File: src/rtl/wash_phase_timer.sv
// Multi-round wash-phase timer: times up to 2**ROUND_W rounds of a latched length, with pause and soft reset.
// Define WASH_TIMER_REMAIN_EN to add the registered remain_o countdown output.
module wash_phase_timer #(
  parameter int unsigned            CNT_W    = 32,
  parameter int unsigned            ROUND_W  = 2,
  parameter logic [CNT_W-1:0]       TICKS_F0 = CNT_W'(32'h11E1A300),
  parameter logic [CNT_W-1:0]       TICKS_F1 = CNT_W'(32'h23C34600),
  parameter logic [CNT_W-1:0]       TICKS_F2 = CNT_W'(32'h47868C00),
  parameter logic [CNT_W-1:0]       TICKS_F3 = CNT_W'(32'hFA56EA00)
) (
  input  logic               clk,
  input  logic               rst_n,
  input  logic               soft_rst_n_i,
  input  logic               start_i,
  input  logic               pause_i,
  input  logic [1:0]         clk_freq_i,
  input  logic [ROUND_W-1:0] rounds_i,
  output logic               busy_o,
  output logic               paused_o,
  output logic               round_done_o,
  output logic               done_o,
  output logic [ROUND_W-1:0] round_idx_o
`ifdef WASH_TIMER_REMAIN_EN
  ,output logic [CNT_W-1:0]  remain_o
`endif
);

  typedef enum logic [1:0] {IDLE, RUN, PAUSE} state_e;

  state_e             state_q, state_d;
  logic [CNT_W-1:0]   q_q, q_d;
  logic [CNT_W-1:0]   stop_q, stop_d;
  logic [ROUND_W-1:0] rounds_q, rounds_d;
  logic [ROUND_W-1:0] idx_q, idx_d;
  logic               busy_q, busy_d;
  logic               paused_q, paused_d;
  logic               round_done_q, round_done_d;
  logic               done_q, done_d;

  function automatic logic [CNT_W-1:0] ticks_sel(input logic [1:0] sel);
    case (sel)
      2'b00:   ticks_sel = TICKS_F0;
      2'b01:   ticks_sel = TICKS_F1;
      2'b10:   ticks_sel = TICKS_F2;
      default: ticks_sel = TICKS_F3;
    endcase
  endfunction

  always_comb begin
    // NOTE: every variable gets a default first so no path can infer a latch.
    state_d      = state_q;
    q_d          = q_q;
    stop_d       = stop_q;
    rounds_d     = rounds_q;
    idx_d        = idx_q;
    round_done_d = 1'b0;
    done_d       = 1'b0;

    if (!soft_rst_n_i) begin
      state_d  = IDLE;
      q_d      = '0;
      stop_d   = '0;
      rounds_d = '0;
      idx_d    = '0;
    end else begin
      case (state_q)
        IDLE: begin
          if (start_i) begin
            stop_d   = ticks_sel(clk_freq_i);
            rounds_d = (rounds_i == '0) ? ROUND_W'(1) : rounds_i;
            q_d      = '0;
            idx_d    = '0;
            state_d  = RUN;
          end
        end
        RUN: begin
          if (pause_i) begin
            state_d = PAUSE;
          end else if (q_q == stop_q - CNT_W'(1)) begin
            q_d          = '0;
            round_done_d = 1'b1;
            if (idx_q == rounds_q - ROUND_W'(1)) begin
              done_d  = 1'b1;
              idx_d   = '0;
              state_d = IDLE;
            end else begin
              idx_d = idx_q + ROUND_W'(1);
            end
          end else begin
            q_d = q_q + CNT_W'(1);
          end
        end
        PAUSE: begin
          // Leaving PAUSE spends one cycle without counting.
          if (!pause_i) state_d = RUN;
        end
        default: state_d = IDLE;
      endcase
    end

    busy_d   = (state_d != IDLE);
    paused_d = (state_d == PAUSE);
  end

  always_ff @(posedge clk or negedge rst_n) begin
    if (!rst_n) begin
      state_q      <= IDLE;
      q_q          <= '0;
      stop_q       <= '0;
      rounds_q     <= '0;
      idx_q        <= '0;
      busy_q       <= 1'b0;
      paused_q     <= 1'b0;
      round_done_q <= 1'b0;
      done_q       <= 1'b0;
    end else begin
      // NOTE: non-blocking assignments so all state updates see pre-edge values.
      state_q      <= state_d;
      q_q          <= q_d;
      stop_q       <= stop_d;
      rounds_q     <= rounds_d;
      idx_q        <= idx_d;
      busy_q       <= busy_d;
      paused_q     <= paused_d;
      round_done_q <= round_done_d;
      done_q       <= done_d;
    end
  end

  assign busy_o       = busy_q;
  assign paused_o     = paused_q;
  assign round_done_o = round_done_q;
  assign done_o       = done_q;
  assign round_idx_o  = idx_q;

`ifdef WASH_TIMER_REMAIN_EN
  logic [CNT_W-1:0] remain_q, remain_d;

  // Tracks q on the same edge, so it reads stop..1 through a round and 0 when idle.
  assign remain_d = busy_d ? (stop_d - q_d) : '0;

  always_ff @(posedge clk or negedge rst_n) begin
    if (!rst_n) remain_q <= '0;
    else        remain_q <= remain_d;
  end

  assign remain_o = remain_q;
`endif

endmodule

File: config.mk
export PLATFORM = sky130hd
export DESIGN_NAME = wash_phase_timer
export DESIGN_NICKNAME = d
export VERILOG_FILES = /design/src/rtl/wash_phase_timer.sv
export SDC_FILE = /design/constraint.sdc
export NUM_CORES = 1
export LEC_CHECK = 0
export CAP_MARGIN = 20
export CORE_MARGIN = 1
export CORE_UTILIZATION = 52
export DETAILED_ROUTE_END_ITERATION = 8
export PLACE_DENSITY_LB_ADDON = 0.3
export SYNTH_ARGS = -nofsm -noshare
export SYNTH_HDL_FRONTEND = slang
export SYNTH_SLANG_ARGS = --single-unit
File: constraint.sdc
create_clock -name clk -period 3 [get_ports clk]
set_input_delay 0.6 -clock clk [delete_from_list [all_inputs] [get_ports clk]]
set_output_delay 0.6 -clock clk [all_outputs]
set_load 0.02 [all_outputs]
==> reports/metrics.cfg, run 1 <==
[status]
outcome = finished clean

[cells_and_area]
antenna_cells = 0
utilization = 0.648
nNetsFinal = 498
area_growth_pct = 18.9
drive_gt1_frac = 0.158

[setup_path]
end_kind = flip-flop
crit_buf_inv = 3
startpoint_type = flip-flop
max_stage_delay_ns = 0.51
path_class = reg -> reg
path_cells = inv_1 -> ha_1 -> or3b_4 -> nor4_2 -> o21ai_1 -> a211o_1 -> or4_4 -> o21ai_4 -> buf_12 -> clkbuf_16 -> nor2_1
crit_fanout = 8
crit_slowest_cell = or4_4
cp.required_ns = 3.21
crit_start = stop_q[21]
crit_family = simple AND/OR/NAND/NOR gates
worstPathArrival_ns = 3.15
reg2reg_from = stop_q[21]

[routing]
wire_per_inst_um = 17.6
drt_iter0_markers = 313
vias = 3488
finalWirelength_um = 10100
avgViaCountPerCell = 6.05
antenna_left = 0
firstDrtPassIters = 5
drc_errors = 0

[clock_tree]
htreeDepth = 2
tritoncts = built
cts_buffer_depth = 2
tritoncts.num_buffers = 5
clock-root-buffer = clkbuf_8
cts_sinks = 54
clk_latency_ns = 0.32
clkSlewWorstSetupHoldPaths_ns = 0.10
ctsHoldBuffers = 0

[placement]
dpl.hpwl_um = 7250
numPortBuffers = 14
globalplace.congestion = 0.959
dpl_worst_slack_ns = -0.0932

[die]
die_h_um = 86.8
fp.dieW_um = 86.8
rows = 30
num_io_pins = 15
start_util = 0.545
coreArea_mm2 = 0.00687
die-area_mm2 = 0.00754

[timing]
fin_crit_sh = 0.979
relSlewSlack = 0.609
setup_ws_ns = 0.0629
fmax_ghz = 0.340
tns_ns = 0
min_period_ns = 2.94
skew_ns = 0.00446
maxSlewViolCount = 0
worst_pin_slew_ns = 0.587
hold_viol = 0
setup_viol = 0

[global_route]
grt_max_degree = 31
grt_use_total = 0.275
grt-ovfl-total = 0
antenna_found_initial = 0
grt_pass1_vias = 3223
grt_pass1_wl_um = 15800

[synthesis]
synth_top_cells_by_area = dfrtp_1, xnor2_1, xor2_1
synth.top_cells.by_count = dfrtp_1, nor2_1, nand2_1
synth_cells = 443
seq_area_frac_synth = 0.361
syn_avg_cell_area_um2 = 8.45
synth_seq_cells = 54
synth_most_common_cell = dfrtp_1
syn_nets = 461
yosys.area.top_type = dfrtp_1
syn_area_mm2 = 0.00374
ys.flop_type = dfrtp_1
ys_types = 54
synth_warnings = 0
async_reset_ff_frac = 1.00
synth_edf_count = 0
synth_top_area_share = 0.361

[pwr]
leakage_nw = 1.89
ir_drop_mv = 0.202
finalPower_mw = 1.77
power_density_mw_per_mm2 = 397

[min_path]
hold_path.class = in -> async

[run]
cap_viol_max_count = 0

-- power breakdown --
group	internal [mW]	total [mW]	switching, mW
combinational	0.246	0.550	0.304
clock	0.191	0.451	0.260
sequential	0.745	0.765	0.0206
-- cell usage in the layout (no fill, tap or decap), types with 6 or more instances in the layout --
master / count
dfrtp_1: 54
nor2_1: 53
nand2_1: 48
buf_4: 32
xnor2_1: 28
xor2_1: 26
nor3_1: 22
nand3_1: 18
inv_1: 17
nand4_1: 13
clkdlybuf4s50_1: 13
and2_1: 10
o21ai_0: 10
ha_1: 9
a21boi_0: 8
a21oi_1: 7
or4_4: 6
and3_1: 6
nand2b_1: 6
clkbuf_8: 6
-- area by class of cell --
| class | instances | area (µm²) |
|---|---|---|
| Fill cell | 579 | 2420 |
| Multi-Input combinational cell | 348 | 2300 |
| Sequential cell | 54 | 1350 |
| Timing Repair Buffer | 54 | 519 |
| Tap cell | 96 | 120 |
| Clock buffer | 6 | 82.6 |
| Inverter | 17 | 63.8 |
| Clock inverter | 2 | 16.3 |
-- stage by stage --
stage	std cells	hold WS (ns)	area [µm²]
after global placement	564	0.505	4160
after CTS	572	0.288	4280
after global routing	577	0.302	4450
final	577	0.274	4450
after detailed placement	564	0.532	4160
after floorplan	443	0.304	3740
-- worst paths after layout --
| kind | end | slack [ns] | depth (start not counted) |
|---|---|---|---|
| min reg2reg | q_q[0] | 0.54 | 1 |
| min | stop_q[25] | 0.27 | 2 |
| max reg2reg | q_q[4] | 0.06 | 11 |
| min in group clk | q_q[0] | 0.54 | 1 |
| max | q_q[4] | 0.06 | 11 |
| max in group asynchronous | q_q[16] | 2.43 | 2 |
-- layer usage --
layer,global-route usage,part of all wire
met5,0,0
met4,0.100,0.030
met3,0.0457,0.067
met2,0.450,0.47
met1,0.366,0.43
-- logic make-up after synthesis --
group | count (synthesis) | share of synthesized area
and+or+nand+nor | 218 | 0.298
AOI/OAI and AO/OA | 62 | 0.121
xor gates and xnor gates | 54 | 0.126
DFF | 54 | 0.361
buffers and inverters | 41 | 0.0495
adders and majority gates | 9 | 0.0301
muxes | 5 | 0.0137
-- repair_timing --
action,CTS,global route
setup endpoints to repair,3,34
setup buffers,0,2
pin swaps,0,5
cloned,0,3
gates resized for setup,4,17
hold endpoints to repair,0,0
-- sequential cells by signal, indices dropped and copies added (netlist names) --
| name | count |
|---|---|
| busy_o | 1 |
| done_o | 1 |
| paused_o | 1 |
| q_q | 32 |
| round_done_o | 1 |
| round_idx_o | 2 |
| rounds_q | 2 |
| state_q | 2 |
| stop_q | 12 |
Power figures use the tool's default switching activity.
==> run 2, diff against run 1 <==
--- a/config.mk
+++ b/config.mk
@@ -9,6 +9,7 @@
 export CORE_MARGIN = 1
 export CORE_UTILIZATION = 52
 export DETAILED_ROUTE_END_ITERATION = 8
+export DONT_BUFFER_PORTS = 1
 export PLACE_DENSITY_LB_ADDON = 0.3
 export SYNTH_ARGS = -nofsm -noshare
 export SYNTH_HDL_FRONTEND = slang
==> reports/metrics.cfg, run 2 (same netlist as run 1, synthesis figures left out) <==
[clock_tree]
clkSlewWorstSetupHoldPaths_ns = 0.11  ; was 0.10 ns
cts_sinks = 54  ; unchanged
cts_buffer_depth = 2  ; unchanged
tritoncts.num_buffers = 5  ; unchanged
tritoncts = built  ; unchanged
clk_latency_ns = 0.32  ; about the same
clock-root-buffer = clkbuf_8  ; unchanged
htreeDepth = 2  ; unchanged

[cells_and_area]
layout.cells.non_filler = 557  ; was 577
largest_register = q_q  ; unchanged
utilization = 0.620  ; was 0.648
largest_register_ffs = 32  ; unchanged
antenna_cells = 0  ; unchanged
drive_gt1_frac = 0.145  ; was 0.158
area_growth_pct = 13.8  ; was 18.9%
fillers = 593  ; was 579
design_area_mm2 = 0.00426  ; was 0.00445 mm²
nNetsFinal = 479  ; was 498
final_cell_mix = nor2_1, dfrtp_1, nand2_1  ; was dfrtp_1, nor2_1, nand2_1
reg.largest.list = q_q x32, stop_q x12  ; unchanged

[setup_path]
cp.required_ns = 3.19  ; was 3.21 ns
end_kind = flip-flop  ; unchanged
worstPathArrival_ns = 3.15  ; about the same
startpoint_type = flip-flop  ; unchanged
crit_fanout = 8  ; unchanged
path_class = reg -> reg  ; unchanged
rr_worst_depth = 10  ; was 11

[die]
num_io_pins = 15  ; unchanged
rows = 30  ; unchanged
fp.dieW_um = 86.8  ; unchanged
die_h_um = 86.8  ; unchanged
start_util = 0.545  ; unchanged
coreArea_mm2 = 0.00687  ; unchanged
die-area_mm2 = 0.00754  ; unchanged

[placement]
globalplace.congestion = 0.996  ; was 0.959
dp_cells = 542  ; was 564
dpl.hpwl_um = 6670  ; was 7250 µm
place_area_mm2 = 0.00396  ; was 0.00416 mm²
numPortBuffers = 0  ; was 14
dpl_worst_slack_ns = -0.0713  ; was -0.0932 ns

[timing]
skew_ns = 0.0160  ; was 0.00446 ns
setup_ws_ns = 0.0332  ; was 0.0629 ns
tns_ns = 0  ; unchanged
min_period_ns = 2.97  ; was 2.94 ns
hold_ws_ns = 0.112  ; was 0.274 ns
fin_crit_sh = 0.989  ; was 0.979
worst_pin_slew_ns = 0.601  ; was 0.587 ns
hold_viol = 0  ; unchanged
maxSlewViolCount = 0  ; unchanged
setup_viol = 0  ; unchanged
fmax_ghz = 0.337  ; was 0.340 GHz
relSlewSlack = 0.599  ; was 0.609

[routing]
avgViaCountPerCell = 5.97  ; was 6.05
drt_iter0_markers = 363  ; was 313
antenna_left = 0  ; unchanged
vias = 3327  ; was 3488
wire_per_inst_um = 17.3  ; was 17.6 µm
finalWirelength_um = 9650  ; was 10100 µm
firstDrtPassIters = 5  ; unchanged
drc_errors = 0  ; unchanged

[pwr]
power_density_mw_per_mm2 = 418  ; was 397 mW/mm²
finalPower_mw = 1.78  ; was 1.77 mW
ir_drop_mv = 0.211  ; was 0.202 mV
leakage_nw = 1.81  ; was 1.89 nW

[global_route]
grt_pass1_wl_um = 15400  ; was 15800 µm
grt-ovfl-total = 0  ; unchanged
grt_pass1_vias = 3143  ; was 3223
grt_max_degree = 55  ; was 31
antenna_found_initial = 0  ; unchanged
grt_use_total = 0.264  ; was 0.275

[min_path]
hold_path.class = in -> async  ; unchanged

[status]
outcome = finished clean  ; unchanged

[run]
cap_viol_max_count = 0  ; unchanged

==> run 2: what timing repair did <==
action	in CTS	in global routing
hold endpoints to repair	54	0
setup endpoints to repair	3	38
gates cloned	0	3
hold buffers	1	0
setup buffers	2	2
gates resized for setup	1	15
pin swaps	1	3
==> run 2: power by group <==
group / switching, mW / internal, mW
logic: 0.280 / 0.223
clock network: 0.243 / 0.268
registers: 0.0234 / 0.745
==> run 2: final timing paths <==
check                            endpoint  slack (ns)          from
setup / recovery           round_idx_o[1]        0.03    stop_q[22]
hold / removal                    q_q[24]        0.11         rst_n
setup reg to reg           round_idx_o[1]        0.03    stop_q[22]
hold reg to reg                    q_q[0]        0.53        q_q[0]
max in group asynchronous      stop_q[30]        2.60         rst_n
min in group clk                   busy_o        0.40  soft_rst_n_i
==> run 2: per-layer routing <==
metal | track usage | routed length (µm) | up-vias
li1 | - | - | 1569
met1 | 0.370 | 4380 | 1628
met2 | 0.414 | 4480 | 108
met3 | 0.0505 | 579 | 22
met4 | 0.0803 | 204 | 0
met5 | 0 | 0 | -
==> run 2: area by class of cell <==
class,count,area [µm²],share of cell area
repair buffers,35,347,0.0814
inverters,17,63.8,0.0150
well taps,96,120,0.0282
clock buffers,6,82.6,0.0194
flip-flops and latches,54,1350,0.318
multi-input cells,348,2260,0.531
clock inverters,1,30.0,0.00705
==> run 2: critical path, cell delays in order (launching register included) <==
cell and delay, ns:
dfrtp_1 0.40, buf_4 0.18, or4_1 0.59, nor3_1 0.21, o21ai_1 0.14, a211o_1 0.32, or4_4 0.52, o21ai_4 0.16
buf_12 0.14, buf_4 0.11, o21ai_0 0.07
